### src/rtl/pdm_mic_rx.sv
// PDM microphone receiver: mic bit clock generation, 2-flop input sync,
// 3rd-order CIC decimator to signed 16-bit PCM with a one-cycle strobe.
// Ports: clk, rst (async high), en (run/clear), mic_data (async PDM in),
//        mic_clk (registered bit clock), pcm_data[15:0], pcm_valid.
`timescale 1ns/1ps
module pdm_mic_rx #(
  parameter int CLK_DIV      = 10,
  parameter int DECIM_LOG2   = 6,
  parameter int CAPTURE_RISE = 0
) (
  input  logic        clk,
  input  logic        rst,
  input  logic        en,
  input  logic        mic_data,
  output logic        mic_clk,
  output logic [15:0] pcm_data,
  output logic        pcm_valid
);

  localparam int W     = 3 * DECIM_LOG2 + 2;
  localparam int DW    = $clog2(CLK_DIV);
  localparam int SHIFT = 3 * DECIM_LOG2 - 15;

  localparam logic [DW-1:0] DIV_MAX  = DW'(CLK_DIV - 1);
  localparam logic [DW-1:0] DIV_HALF = DW'(CLK_DIV / 2);
  localparam logic [DECIM_LOG2-1:0] BIT_MAX = '1;

  localparam logic signed [W-1:0] PLUS1   = W'(1);
  localparam logic signed [W-1:0] MINUS1  = '1;
  localparam logic signed [W-1:0] PCM_MAX = W'(32767);
  localparam logic signed [W-1:0] PCM_MIN = W'(-32768);

  logic                  run_q, run_d;
  logic [DW-1:0]         div_cnt_q, div_cnt_d;
  logic                  mclk_q, mclk_d;
  logic                  cap_q, cap_d;
  logic                  s1_q, s1_d;
  logic                  s2_q, s2_d;
  logic [DECIM_LOG2-1:0] bcnt_q, bcnt_d;
  logic signed [W-1:0]   i1_q, i1_d;
  logic signed [W-1:0]   i2_q, i2_d;
  logic signed [W-1:0]   i3_q, i3_d;
  logic signed [W-1:0]   c0_q, c0_d;
  logic signed [W-1:0]   d1_q, d1_d;
  logic signed [W-1:0]   y1_q, y1_d;
  logic signed [W-1:0]   d2_q, d2_d;
  logic signed [W-1:0]   y2_q, y2_d;
  logic signed [W-1:0]   d3_q, d3_d;
  logic                  f0_q, f0_d;
  logic                  f1_q, f1_d;
  logic                  f2_q, f2_d;
  logic [1:0]            settle_q, settle_d;
  logic [15:0]           pcm_q, pcm_d;
  logic                  vld_q, vld_d;

  logic signed [W-1:0]   x;
  logic signed [W-1:0]   diff3;
  logic signed [W-1:0]   shr;

  always_comb begin
    x     = s2_q ? PLUS1 : MINUS1;
    diff3 = y2_q - d3_q;
    shr   = diff3 >>> SHIFT;

    run_d     = en;
    div_cnt_d = div_cnt_q;
    mclk_d    = mclk_q;
    cap_d     = 1'b0;
    // Sync runs whenever en is high so it is already primed
    // by the first mic_clk edge.
    s1_d      = mic_data;
    s2_d      = s1_q;
    bcnt_d    = bcnt_q;
    i1_d      = i1_q;
    i2_d      = i2_q;
    i3_d      = i3_q;
    c0_d      = c0_q;
    d1_d      = d1_q;
    y1_d      = y1_q;
    d2_d      = d2_q;
    y2_d      = y2_q;
    d3_d      = d3_q;
    f0_d      = 1'b0;
    f1_d      = f0_q;
    f2_d      = f1_q;
    settle_d  = settle_q;
    pcm_d     = pcm_q;
    vld_d     = 1'b0;

    if (en && run_q) begin
      div_cnt_d = (div_cnt_q == DIV_MAX) ? '0 : div_cnt_q + 1'b1;
      if (div_cnt_q == '0) begin
        mclk_d = 1'b1;
      end else if (div_cnt_q == DIV_HALF) begin
        mclk_d = 1'b0;
      end
      // Strobe is registered alongside mic_clk, so it is high in
      // the cycle mic_clk shows the capture edge.
      if (CAPTURE_RISE != 0) begin
        cap_d = (div_cnt_q == '0);
      end else begin
        cap_d = (div_cnt_q == DIV_HALF);
      end

      if (cap_q) begin
        i1_d   = i1_q + x;
        i2_d   = i2_q + i1_q;
        i3_d   = i3_q + i2_q;
        bcnt_d = bcnt_q + 1'b1;
        if (bcnt_q == BIT_MAX) begin
          f0_d = 1'b1;
          c0_d = i3_q + i2_q;
        end
      end

      if (f0_q) begin
        y1_d = c0_q - d1_q;
        d1_d = c0_q;
      end
      if (f1_q) begin
        y2_d = y1_q - d2_q;
        d2_d = y1_q;
      end
      if (f2_q) begin
        d3_d = y2_q;
        if (shr > PCM_MAX) begin
          pcm_d = PCM_MAX[15:0];
        end else if (shr < PCM_MIN) begin
          pcm_d = PCM_MIN[15:0];
        end else begin
          pcm_d = shr[15:0];
        end
        // First three frames only fill the comb delay line.
        if (settle_q == 2'd3) begin
          vld_d = 1'b1;
        end else begin
          settle_d = settle_q + 1'b1;
        end
      end
    end

    if (!en) begin
      run_d     = 1'b0;
      div_cnt_d = '0;
      mclk_d    = 1'b0;
      cap_d     = 1'b0;
      s1_d      = 1'b0;
      s2_d      = 1'b0;
      bcnt_d    = '0;
      i1_d      = '0;
      i2_d      = '0;
      i3_d      = '0;
      c0_d      = '0;
      d1_d      = '0;
      y1_d      = '0;
      d2_d      = '0;
      y2_d      = '0;
      d3_d      = '0;
      f0_d      = 1'b0;
      f1_d      = 1'b0;
      f2_d      = 1'b0;
      settle_d  = '0;
      pcm_d     = '0;
      vld_d     = 1'b0;
    end
  end

  always_ff @(posedge clk or posedge rst) begin
    if (rst) begin
      run_q     <= 1'b0;
      div_cnt_q <= '0;
      mclk_q    <= 1'b0;
      cap_q     <= 1'b0;
      s1_q      <= 1'b0;
      s2_q      <= 1'b0;
      bcnt_q    <= '0;
      i1_q      <= '0;
      i2_q      <= '0;
      i3_q      <= '0;
      c0_q      <= '0;
      d1_q      <= '0;
      y1_q      <= '0;
      d2_q      <= '0;
      y2_q      <= '0;
      d3_q      <= '0;
      f0_q      <= 1'b0;
      f1_q      <= 1'b0;
      f2_q      <= 1'b0;
      settle_q  <= '0;
      pcm_q     <= '0;
      vld_q     <= 1'b0;
    end else begin
      run_q     <= run_d;
      div_cnt_q <= div_cnt_d;
      mclk_q    <= mclk_d;
      cap_q     <= cap_d;
      s1_q      <= s1_d;
      s2_q      <= s2_d;
      bcnt_q    <= bcnt_d;
      i1_q      <= i1_d;
      i2_q      <= i2_d;
      i3_q      <= i3_d;
      c0_q      <= c0_d;
      d1_q      <= d1_d;
      y1_q      <= y1_d;
      d2_q      <= d2_d;
      y2_q      <= y2_d;
      d3_q      <= d3_d;
      f0_q      <= f0_d;
      f1_q      <= f1_d;
      f2_q      <= f2_d;
      settle_q  <= settle_d;
      pcm_q     <= pcm_d;
      vld_q     <= vld_d;
    end
  end

  assign mic_clk   = mclk_q;
  assign pcm_data  = pcm_q;
  assign pcm_valid = vld_q;

endmodule
### config.mk
export PLATFORM = sky130hd
export DESIGN_NAME = pdm_mic_rx
export DESIGN_NICKNAME = d
export VERILOG_FILES = /design/src/rtl/pdm_mic_rx.sv
export SDC_FILE = /design/constraint.sdc
export NUM_CORES = 1
export LEC_CHECK = 0
export ABC_AREA = 1
export ABC_CLOCK_PERIOD_IN_PS = 8800
export BUFFER_PORTS_ARGS = -buffer_cell sky130_fd_sc_hd__clkbuf_2
export CELL_PAD_IN_SITES_DETAIL_PLACEMENT = 1
export CELL_PAD_IN_SITES_GLOBAL_PLACEMENT = 1
export CORE_ASPECT_RATIO = 1.25
export CORE_MARGIN = 1
export CORE_UTILIZATION = 47
export DETAILED_ROUTE_END_ITERATION = 8
export PLACE_DENSITY_LB_ADDON = 0.1
export SLEW_MARGIN = 20
export SYNTH_ARGS = -nofsm -noshare
export SYNTH_HDL_FRONTEND = slang
export SYNTH_SLANG_ARGS = --single-unit
export TNS_END_PERCENT = 1
### constraint.sdc
create_clock -name clk -period 8.8 [get_ports clk]
set_clock_uncertainty 0.05 [all_clocks]
set_input_delay 0.88 -clock clk [delete_from_list [all_inputs] [get_ports clk]]
set_output_delay 0.88 -clock clk [all_outputs]
set_load 0.01 [all_outputs]
==> qor.yml, run 1 <==
synth_nets: 2183
ys_ff_latch: 217
area_growth_pct: 9.21
ant_nets: 0
grt_pass1_wl_um: 73100
post_cts.repair.setup_buffers: 0
vias_per_cell: 5.54
cts_resized: 0
netlist_area_um2: 14700
synth_area_per_cell_um2: 7.15
drcViolationCount: 0
fillers: 4028
power_mw: 2.19
p_leak_nw: 8.53
setup_tns_ns: 0
yosysWarnings: 0
wl_um: 43600
worst_slew_pin_slew_ns: 1.09
final_common_cell: "nand2_1"
postCtsHoldBufs: 0
num_rows: 72
die_h_um: 200
fin_crit_sh: 0.394
ys.flop_type: "dfrtp_1"
cts_tree: "yes"
cts_buffers: 25
clk-insertion-delay-late_ns: 0.54
cp_data_arrival_time_ns: 3.84
rsz0062_at_grt: "no"
most-common-layout-cells: "597 x nand2_1, 232 x inv_1, 217 x dfrtp_1, 213 x o21ai_0, 161 x a21oi_1"
netlist_instances: 2057
crit_type: "input pin to flop"
antennaDiodeCount: 0
grt.overflow.total: 0
run_status: "finished, final reports clean"
hold_path.class: "flop to flop"
place_congestion: 0.904
track_usage: 0.281
final_nets: 2197
startpoint_type: "input pin"
synth-edff-count: 0
maxCapViolations: 0
crit_required_ns: 9.18
hpwl_um: 33600
clockBufferDepth: 3
die_area_um2: 32000
drt_first_pass_iters: 5
die_x_um: 160
clock_sinks: 217
synth_cell_types: 45
hold_violations: 0
clockRootBuffer: "clkbuf_16"
grt_max_degree: 103
antenna_found_initial: 0
dp_slack_ns: 4.86
p_per_area_nw_per_um2: 136
clock.fmax_mhz: 289
post_drt_wl_per_cell_um: 17.5
ir_drop_v: 0.000122
min_delay_path_depth: 2
maxSlewHeadroom: 0.272
core-area_um2: 30900
clk_pin_slew_ns: 0.06
port_buffers: 21
drt-initial-drc-count: 574
r2r_cells: 5
end_kind: "flop"
synth_seq_area_share: 0.369
async_reset_ff_frac: 1.00
drive_gt1_frac: 0.0541
post-route-min-period_ns: 3.47
start_util: 0.476
grt_pass1_vias: 14773
final_max_slew_viol_count: 0
setup_ws_ns: 5.33
htreeDepth: 1
setup_viol: 0
ios: 22
vias: 13817
cp_max_fo: 27
-- synth_stat cells (3+ instances only) --
master    instances  area share
inv_1           233       0.059
a21oi_1         161       0.055
nand3b_1          5      0.0026
nand3_1         103       0.035
o21bai_1          7      0.0036
a31oi_1           4      0.0017
o21a_1            5      0.0026
ha_1            117        0.10
buf_2             6      0.0020
nand2_1         597        0.15
nand2_2          13      0.0055
o31ai_1           3      0.0015
and2_1            4      0.0017
or2_2            11      0.0047
nand2_4           3      0.0023
fa_1              5      0.0068
a22o_1            3      0.0018
nor4_1            3      0.0013
xor2_1           12      0.0071
nor3_1           23      0.0078
o21ai_1          10      0.0034
o22ai_1          44       0.019
clkbuf_1         26      0.0066
nor2_1          154       0.039
buf_1             4      0.0010
dfrtp_1         217        0.37
xnor2_1           8      0.0048
a21o_1            7      0.0036
a21boi_0          8      0.0041
clkinv_1          3     0.00077
nand4_1          23      0.0098
o21ai_0         213       0.072
inv_2             7      0.0018
-- per-stage QoR --
stage	hold WS (ns)	instances	utilization	instance area (um2)
after global routing	0.427	2496	0.520	16100
after floorplan	0.363	2057	-	14700
after detailed placement	0.394	2451	0.492	15200
after CTS	0.400	2496	0.520	16100
after global placement	0.380	2451	0.492	15200
final	0.395	2496	0.520	16100
-- worst max-delay path: stages --
cell and delay [ns]:
clkbuf_2 0.47, inv_1 0.50, nor2_2 0.78, clkinv_1 0.75, o21ai_0 0.43
-- flip-flops by register name, summed over array words and instances (netlist names) --
name       cells
run_q          1
d3_q          20
bcnt_q         6
cap_q          1
f0_q           1
s1_q           1
f2_q           1
pcm_data      16
y2_q          20
i1_q          20
div_cnt_q      4
s2_q           1
mic_clk        1
pcm_valid      1
i3_q          20
i2_q          20
f1_q           1
c0_q          20
settle_q       2
y1_q          20
d1_q          20
d2_q          20
-- where the power goes --
group          internal, mW  switching [mW]
logic                0.0136          0.0631
clock network         0.658           0.451
registers              1.00         0.00243
-- metal layers --
metal,part of all wire,up-vias,routed length (um),track usage
met5,0,-,0,0
met4,0.042,0,1830,0.128
met3,0.023,95,985,0.0246
met2,0.52,172,22800,0.531
met1,0.41,6717,18000,0.322
li1,-,6833,-,-
-- final timing paths --
kind,start,endpoint,slack [ns]
min in group asynchronous,rst,pcm_valid,0.43
setup reg to reg,run_q,i1_q[2],5.81
setup / recovery,en,d3_q[15],5.33
max in group asynchronous,rst,y1_q[16],6.33
hold / removal,s1_q,s2_q,0.39
hold reg to reg,s1_q,s2_q,0.39
-- cells by family after synthesis --
| family | share of synthesized area |
|---|---|
| adders and majority gates | 0.106 |
| buffers and inverters | 0.0746 |
| AOI/OAI and AO/OA | 0.171 |
| xor gates and xnor gates | 0.0119 |
| DFF | 0.369 |
| and+or+nand+nor | 0.266 |
| muxes | 0.000681 |
-- layout make-up --
| type | count | area (um2) | share of cell area |
|---|---|---|---|
| multi-input cells | 1558 | 8190 | 0.510 |
| repair buffers | 26 | 143 | 0.00888 |
| clock buffers | 28 | 657 | 0.0409 |
| clock inverters | 17 | 209 | 0.0130 |
| flip-flops and latches | 217 | 5430 | 0.338 |
| well taps | 407 | 509 | 0.0317 |
| inverters | 243 | 920 | 0.0573 |
(Power assumes the default switching activity.)
==> inputs of run 2 (changes only) <==
- ABC_CLOCK_PERIOD_IN_PS: 8800 -> 3000
- CORE_UTILIZATION: 47 -> 43
- clock period: 8.8 -> 3 ns (I/O delays scaled with it)
==> run 2 against run 1 <==
Effect of this change:
- critical path depth is 6 higher
- first-iteration DRC count is 8.5% higher
- setup slack worse by 4.9 ns
- via count fell by 0.20%
- total power rose to 3.0 times the previous value
- clock power grew to 3.0 times the previous value
- routed wire length is 1.5% higher
- register-to-register slack got worse by 5.4 ns
- sequential share of layout area is 0.43 points lower
- global-route usage is 2.2 points lower
- die area grew 9.2%
- critical endpoint is now i3_q[12]
==> qor.yml, run 2 (synthesized netlist as in run 1, its figures left out) <==
final_common_cell: "nand2_1"
rr_startpoint: "i2_q[0]"
post_dp_cell_area_um2: 15300  # +0.95%
ant_nets: 0  # unchanged
wl_um: 44300  # +1.5%
setup_ws_ns: 0.438  # -4.90 ns
clock_sinks: 217  # unchanged
drcViolationCount: 0  # unchanged
post-route-min-period_ns: 2.56
hold_path.class: "input pin to flop"
clock.fmax_mhz: 390
final_max_slew_viol_count: 0  # unchanged
cts_buffers: 26  # +4.0%
maxCapViolations: 0  # unchanged
area_growth_pct: 10.6
drive_gt1_frac: 0.0594  # +0.00526
min_delay_path_depth: 3  # +1
grt.overflow.total: 0  # unchanged
drt_first_pass_iters: 5  # unchanged
die_x_um: 167  # +4.5%
r2r-end: "i3_q[12]"
ff2ff_setup_slack_ns: 0.44  # -5.37 ns
vias: 13790  # -0.20%
r2r_cells: 11  # +6
fin_crit_sh: 0.854
num_rows: 75  # +4.2%
vias_per_cell: 5.45  # -1.5%
cts_tree: "yes"
clk-insertion-delay-late_ns: 0.55  # about the same
setup_viol: 0  # unchanged
drt-initial-drc-count: 623  # +8.5%
hpwl_um: 34300  # +2.1%
grt_pass1_wl_um: 73400  # +0.53%
post_drt_wl_per_cell_um: 17.5  # +0.17%
most-common-layout-cells: "597 x nand2_1, 232 x inv_1, 217 x dfrtp_1, 213 x o21ai_0, 161 x a21oi_1"
worst_slew_pin_slew_ns: 1.02  # -0.0670 ns
clockBufferDepth: 3  # unchanged
place_congestion: 0.887  # -1.9%
end_kind: "flop"
final_core_util: 0.484  # -0.0356
crit_required_ns: 3.35  # -5.83 ns
antennaDiodeCount: 0  # unchanged
startpoint_type: "flop"
design_area_um2: 16300  # +1.3%
core-area_um2: 33600  # +8.7%
hold_path_end: "s1_q"
cp_data_arrival_time_ns: 2.91  # -0.93 ns
rsz0062_at_grt: "no"
port_buffers: 21  # unchanged
track_usage: 0.259  # -0.0223
grt_max_degree: 80  # -22%
hold_ws_ns: 0.0762  # -0.319 ns
clockRootBuffer: "clkbuf_16"
run_status: "finished, final reports clean"
placed_cells: 2479  # +1.1%
clk_pin_slew_ns: 0.06  # about the same
p_per_area_nw_per_um2: 402  # +190%
p_leak_nw: 8.63  # +1.1%
die_area_um2: 34900  # +9.2%
hold_violations: 0  # unchanged
htreeDepth: 1  # unchanged
ios: 22  # unchanged
cp_max_fo: 4  # -85%
ir_drop_v: 0.000420  # +240%
antenna_found_initial: 0  # unchanged
hp-start: "en"
crit_type: "flop to flop"
start_util: 0.438  # -0.0382
maxSlewHeadroom: 0.319  # +0.0466
dp_slack_ns: 0.487  # -4.38 ns
grt_pass1_vias: 14669  # -0.70%
power_mw: 6.53  # +200%
final_nets: 2212  # +0.68%
die_h_um: 209  # +4.5%
cts_resized: 0  # unchanged
post_layout_nonfiller_instances: 2529  # +1.3%
setup_tns_ns: 0  # unchanged
## run 2: changes by cell type in the layout (fill, tap and decap cells not counted), sizes merged
| cell | previous run | this run |
|---|---|---|
| inv | 241 | 239 |
| clkbuf | 49 | 58 |
| bufinv | 4 | 3 |
| buf | 5 | 17 |
| clkinv | 13 | 9 |
| clkinvlp | 2 | 3 |
| dlygate4sd3 | 0 | 2 |
## run 2: report_power, final
group	internal [mW]	leakage, nW	switching [mW]
Sequential	2.93	3.03	0.00651
Combinational	0.0529	5.15	0.193
Clock	2.05	0.447	1.30
## run 2: area by class of cell
cell class                 count  area, um2
clock inverter                11        139
fill                        4359      17300
timing repair buffer          40        290
inverter                     243        916
clock buffer                  37        773
tap                          423        529
multi-input combinational   1558       8190
sequential                   217       5430
## run 2: worst max path at each step
stage	startpoint	endpoint	slack, ns	cells past startpoint
2_1_floorplan	rst	bcnt_q[0]	-0.18	1
3_3_place_gp	i2_q[0]	i3_q[12]	0.51	11
3_5_place_dp	i2_q[0]	i3_q[12]	0.49	11
4_1_cts	i2_q[0]	i3_q[12]	0.46	11
5_1_grt	i2_q[0]	i3_q[12]	0.28	11
6_report	i2_q[0]	i3_q[12]	0.44	11
## run 2: critical path: stages (launching register included)
cell and delay (ns):
dfrtp_1 0.42, ha_1 0.27, fa_1 0.49, nand2_1 0.12
nand2_1 0.05, o21ai_0 0.12, inv_1 0.14, nand3_1 0.10
nand3b_1 0.13, or2_2 0.30, nand3_1 0.12, o21ai_0 0.10
## run 2: per-layer routing
| metal | global-route usage | routed length [um] |
|---|---|---|
| met5 | 0 | 0 |
| met4 | 0.0731 | 1020 |
| met3 | 0.0237 | 917 |
| met2 | 0.504 | 23800 |
| met1 | 0.297 | 18500 |
## run 2: repair_timing
item / 4_1_cts / 5_1_grt
buffers inserted: 0 / 0
hold endpoints to repair: 23 / 0
hold buffers: 2 / 0
==> inputs of run 3 (changes only) <==
- ABC_CLOCK_PERIOD_IN_PS: 3000 -> 3200
- CORE_UTILIZATION: 43 -> 50
- clock period: 3 -> 3.2 ns (I/O delays scaled with it)
==> run 3 against run 2 <==
Effect of this change:
- count of clock-buffer cells in the layout did not move
- sequential power shrank 6%
- global-route usage increased by 5.0 points
- fmax up 0.93%
- core utilization rose by 7.7 points
- flip-flop and latch count unchanged
- die area decreased by 14%
- final cell count fell by 1.5%
- non-clock buffer count fell by 1
- largest power group is now sequential cells
==> qor.yml, run 3 (synthesized netlist as in run 1, its figures left out) <==
run_status: "finished, final reports clean"
core-area_um2: 28700  # -15%
clk_pin_slew_ns: 0.06  # about the same
clk-insertion-delay-late_ns: 0.54  # about the same
setup_ws_ns: 0.662  # +0.224 ns
drcViolationCount: 0  # unchanged
p_leak_nw: 8.55  # -0.88%
crit_slowest_cell: "fa_1"
crit_path_end: "i3_q[12]"
final_common_cell: "nand2_1"
drive_gt1_frac: 0.0557  # -0.00367
most-common-layout-cells: "597 x nand2_1, 232 x inv_1, 217 x dfrtp_1, 213 x o21ai_0, 161 x a21oi_1"
r2r_cells: 11  # unchanged
grt_max_degree: 79  # -1.3%
die_area_um2: 30100  # -14%
die_h_um: 194  # -7.2%
crit_chain: "ha_1 -> fa_1 -> nand2_1 -> nand2_1 -> o21ai_0 -> inv_1 -> nand3_1 -> nand3b_1 -> or2_2 -> nand3_1 -> o21ai_0"
antenna_found_initial: 0  # unchanged
grt.overflow.total: 0  # unchanged
die_x_um: 155  # -7.2%
final_nets: 2210  # -0.090%
ios: 22  # unchanged
wl_um: 45500  # +2.7%
grt_pass1_wl_um: 75300  # +2.5%
ant_nets: 0  # unchanged
hold_ws_ns: 0.164  # +0.0876 ns
place_congestion: 0.916  # +3.3%
clock.fmax_mhz: 394  # +0.93%
clock_sinks: 217  # unchanged
setup_viol: 0  # unchanged
cp_max_fo: 4  # unchanged
grt_pass1_vias: 15126  # +3.1%
hpwl_um: 34200  # -0.19%
end_kind: "flop"
vias: 14027  # +1.7%
cp_data_arrival_time_ns: 2.86  # -0.05 ns
startpoint_type: "flop"
num_rows: 69  # -8.0%
antennaDiodeCount: 0  # unchanged
cts_tree: "yes"
maxSlewHeadroom: 0.396  # +0.0770
drt_first_pass_iters: 4  # -1
post_drt_wl_per_cell_um: 18.2  # +4.2%
setup_tns_ns: 0  # unchanged
cts_resized: 0  # unchanged
critPathLaunch: "i2_q[0]"
track_usage: 0.309  # +0.0503
drt-initial-drc-count: 614  # -1.4%
ir_drop_v: 0.000383  # -8.7%
clockRootBuffer: "clkbuf_16"
rsz0062_at_grt: "no"
vias_per_cell: 5.63  # +3.3%
crit_type: "flop to flop"
cpPeakStageDelay_ns: 0.48  # about the same
p_per_area_nw_per_um2: 357  # -11%
power_mw: 5.73  # -12%
start_util: 0.513  # +0.0753
port_buffers: 21  # unchanged
final_max_slew_viol_count: 0  # unchanged
fin_crit_sh: 0.793  # -0.0608
r2r-end: "i3_q[12]"
clockBufferDepth: 3  # unchanged
maxCapViolations: 0  # unchanged
area_growth_pct: 9.28
rr_startpoint: "i2_q[0]"
worst_slew_pin_slew_ns: 0.905  # -0.116 ns
htreeDepth: 1  # unchanged
cts_buffers: 25  # -3.8%
post-route-min-period_ns: 2.54  # -0.0237 ns
ff2ff_setup_slack_ns: 0.66  # +0.22 ns
hold_violations: 0  # unchanged
crit_required_ns: 3.53  # +0.18 ns
hold_path.class: "input pin to flop"
dp_slack_ns: 0.681  # +0.194 ns
run 3: power by group:
| group | leakage (nW) | internal (mW) | switching [mW] |
|---|---|---|---|
| clock | 0.377 | 1.55 | 1.19 |
| combinational | 5.15 | 0.0496 | 0.182 |
| sequential | 3.03 | 2.75 | 0.00599 |
run 3: per-layer routing:
layer | vias up | routed length [um] | global-route usage
met3 | 100 | 1140 | 0.0308
met4 | 0 | 1540 | 0.119
met1 | 6864 | 18500 | 0.347
met2 | 201 | 24300 | 0.590
met5 | - | 0 | 0
li1 | 6862 | - | -
run 3: critical path, delay by kind of cell, from the launching register on:
family | cells | cell delay (ns)
buf+inv | 1 | 0.14
fa+ha+maj | 2 | 0.75
simple gates | 6 | 0.81
flops | 1 | 0.41
compound gates | 2 | 0.22
run 3: area by class of cell:
| class | count | area [um2] |
|---|---|---|
| clock buffer | 37 | 721 |
| inverter | 243 | 916 |
| timing repair buffer | 39 | 283 |
| multi-input combinational | 1558 | 8190 |
| tap | 390 | 488 |
| clock inverter | 7 | 45.0 |
| sequential | 217 | 5430 |
| fill | 3784 | 12600 |
run 3: timing repair:
item                      in CTS  in global routing
hold buffers                   2                  0
hold endpoints to repair      33                  0
setup buffers                  0                  0
run 3: worst min-delay path by stage:
stage | start | end | slack, ns | cells after the start
6_report | en | run_q | 0.16 | 2
5_1_grt | en | run_q | 0.17 | 2
4_1_cts | en | run_q | 0.14 | 2
3_5_place_dp | s1_q | s2_q | 0.39 | 2
3_3_place_gp | s1_q | s2_q | 0.40 | 2
2_1_floorplan | en | run_q | 0.30 | 0
run 3: stage by stage:
stage               area [um2]  cells  utilization
floorplan                14700   2057            -
global placement         15300   2445        0.533
detailed placement       15300   2445        0.533
CTS                      16100   2491        0.561
global route             16100   2491        0.561
finish                   16100   2491        0.561
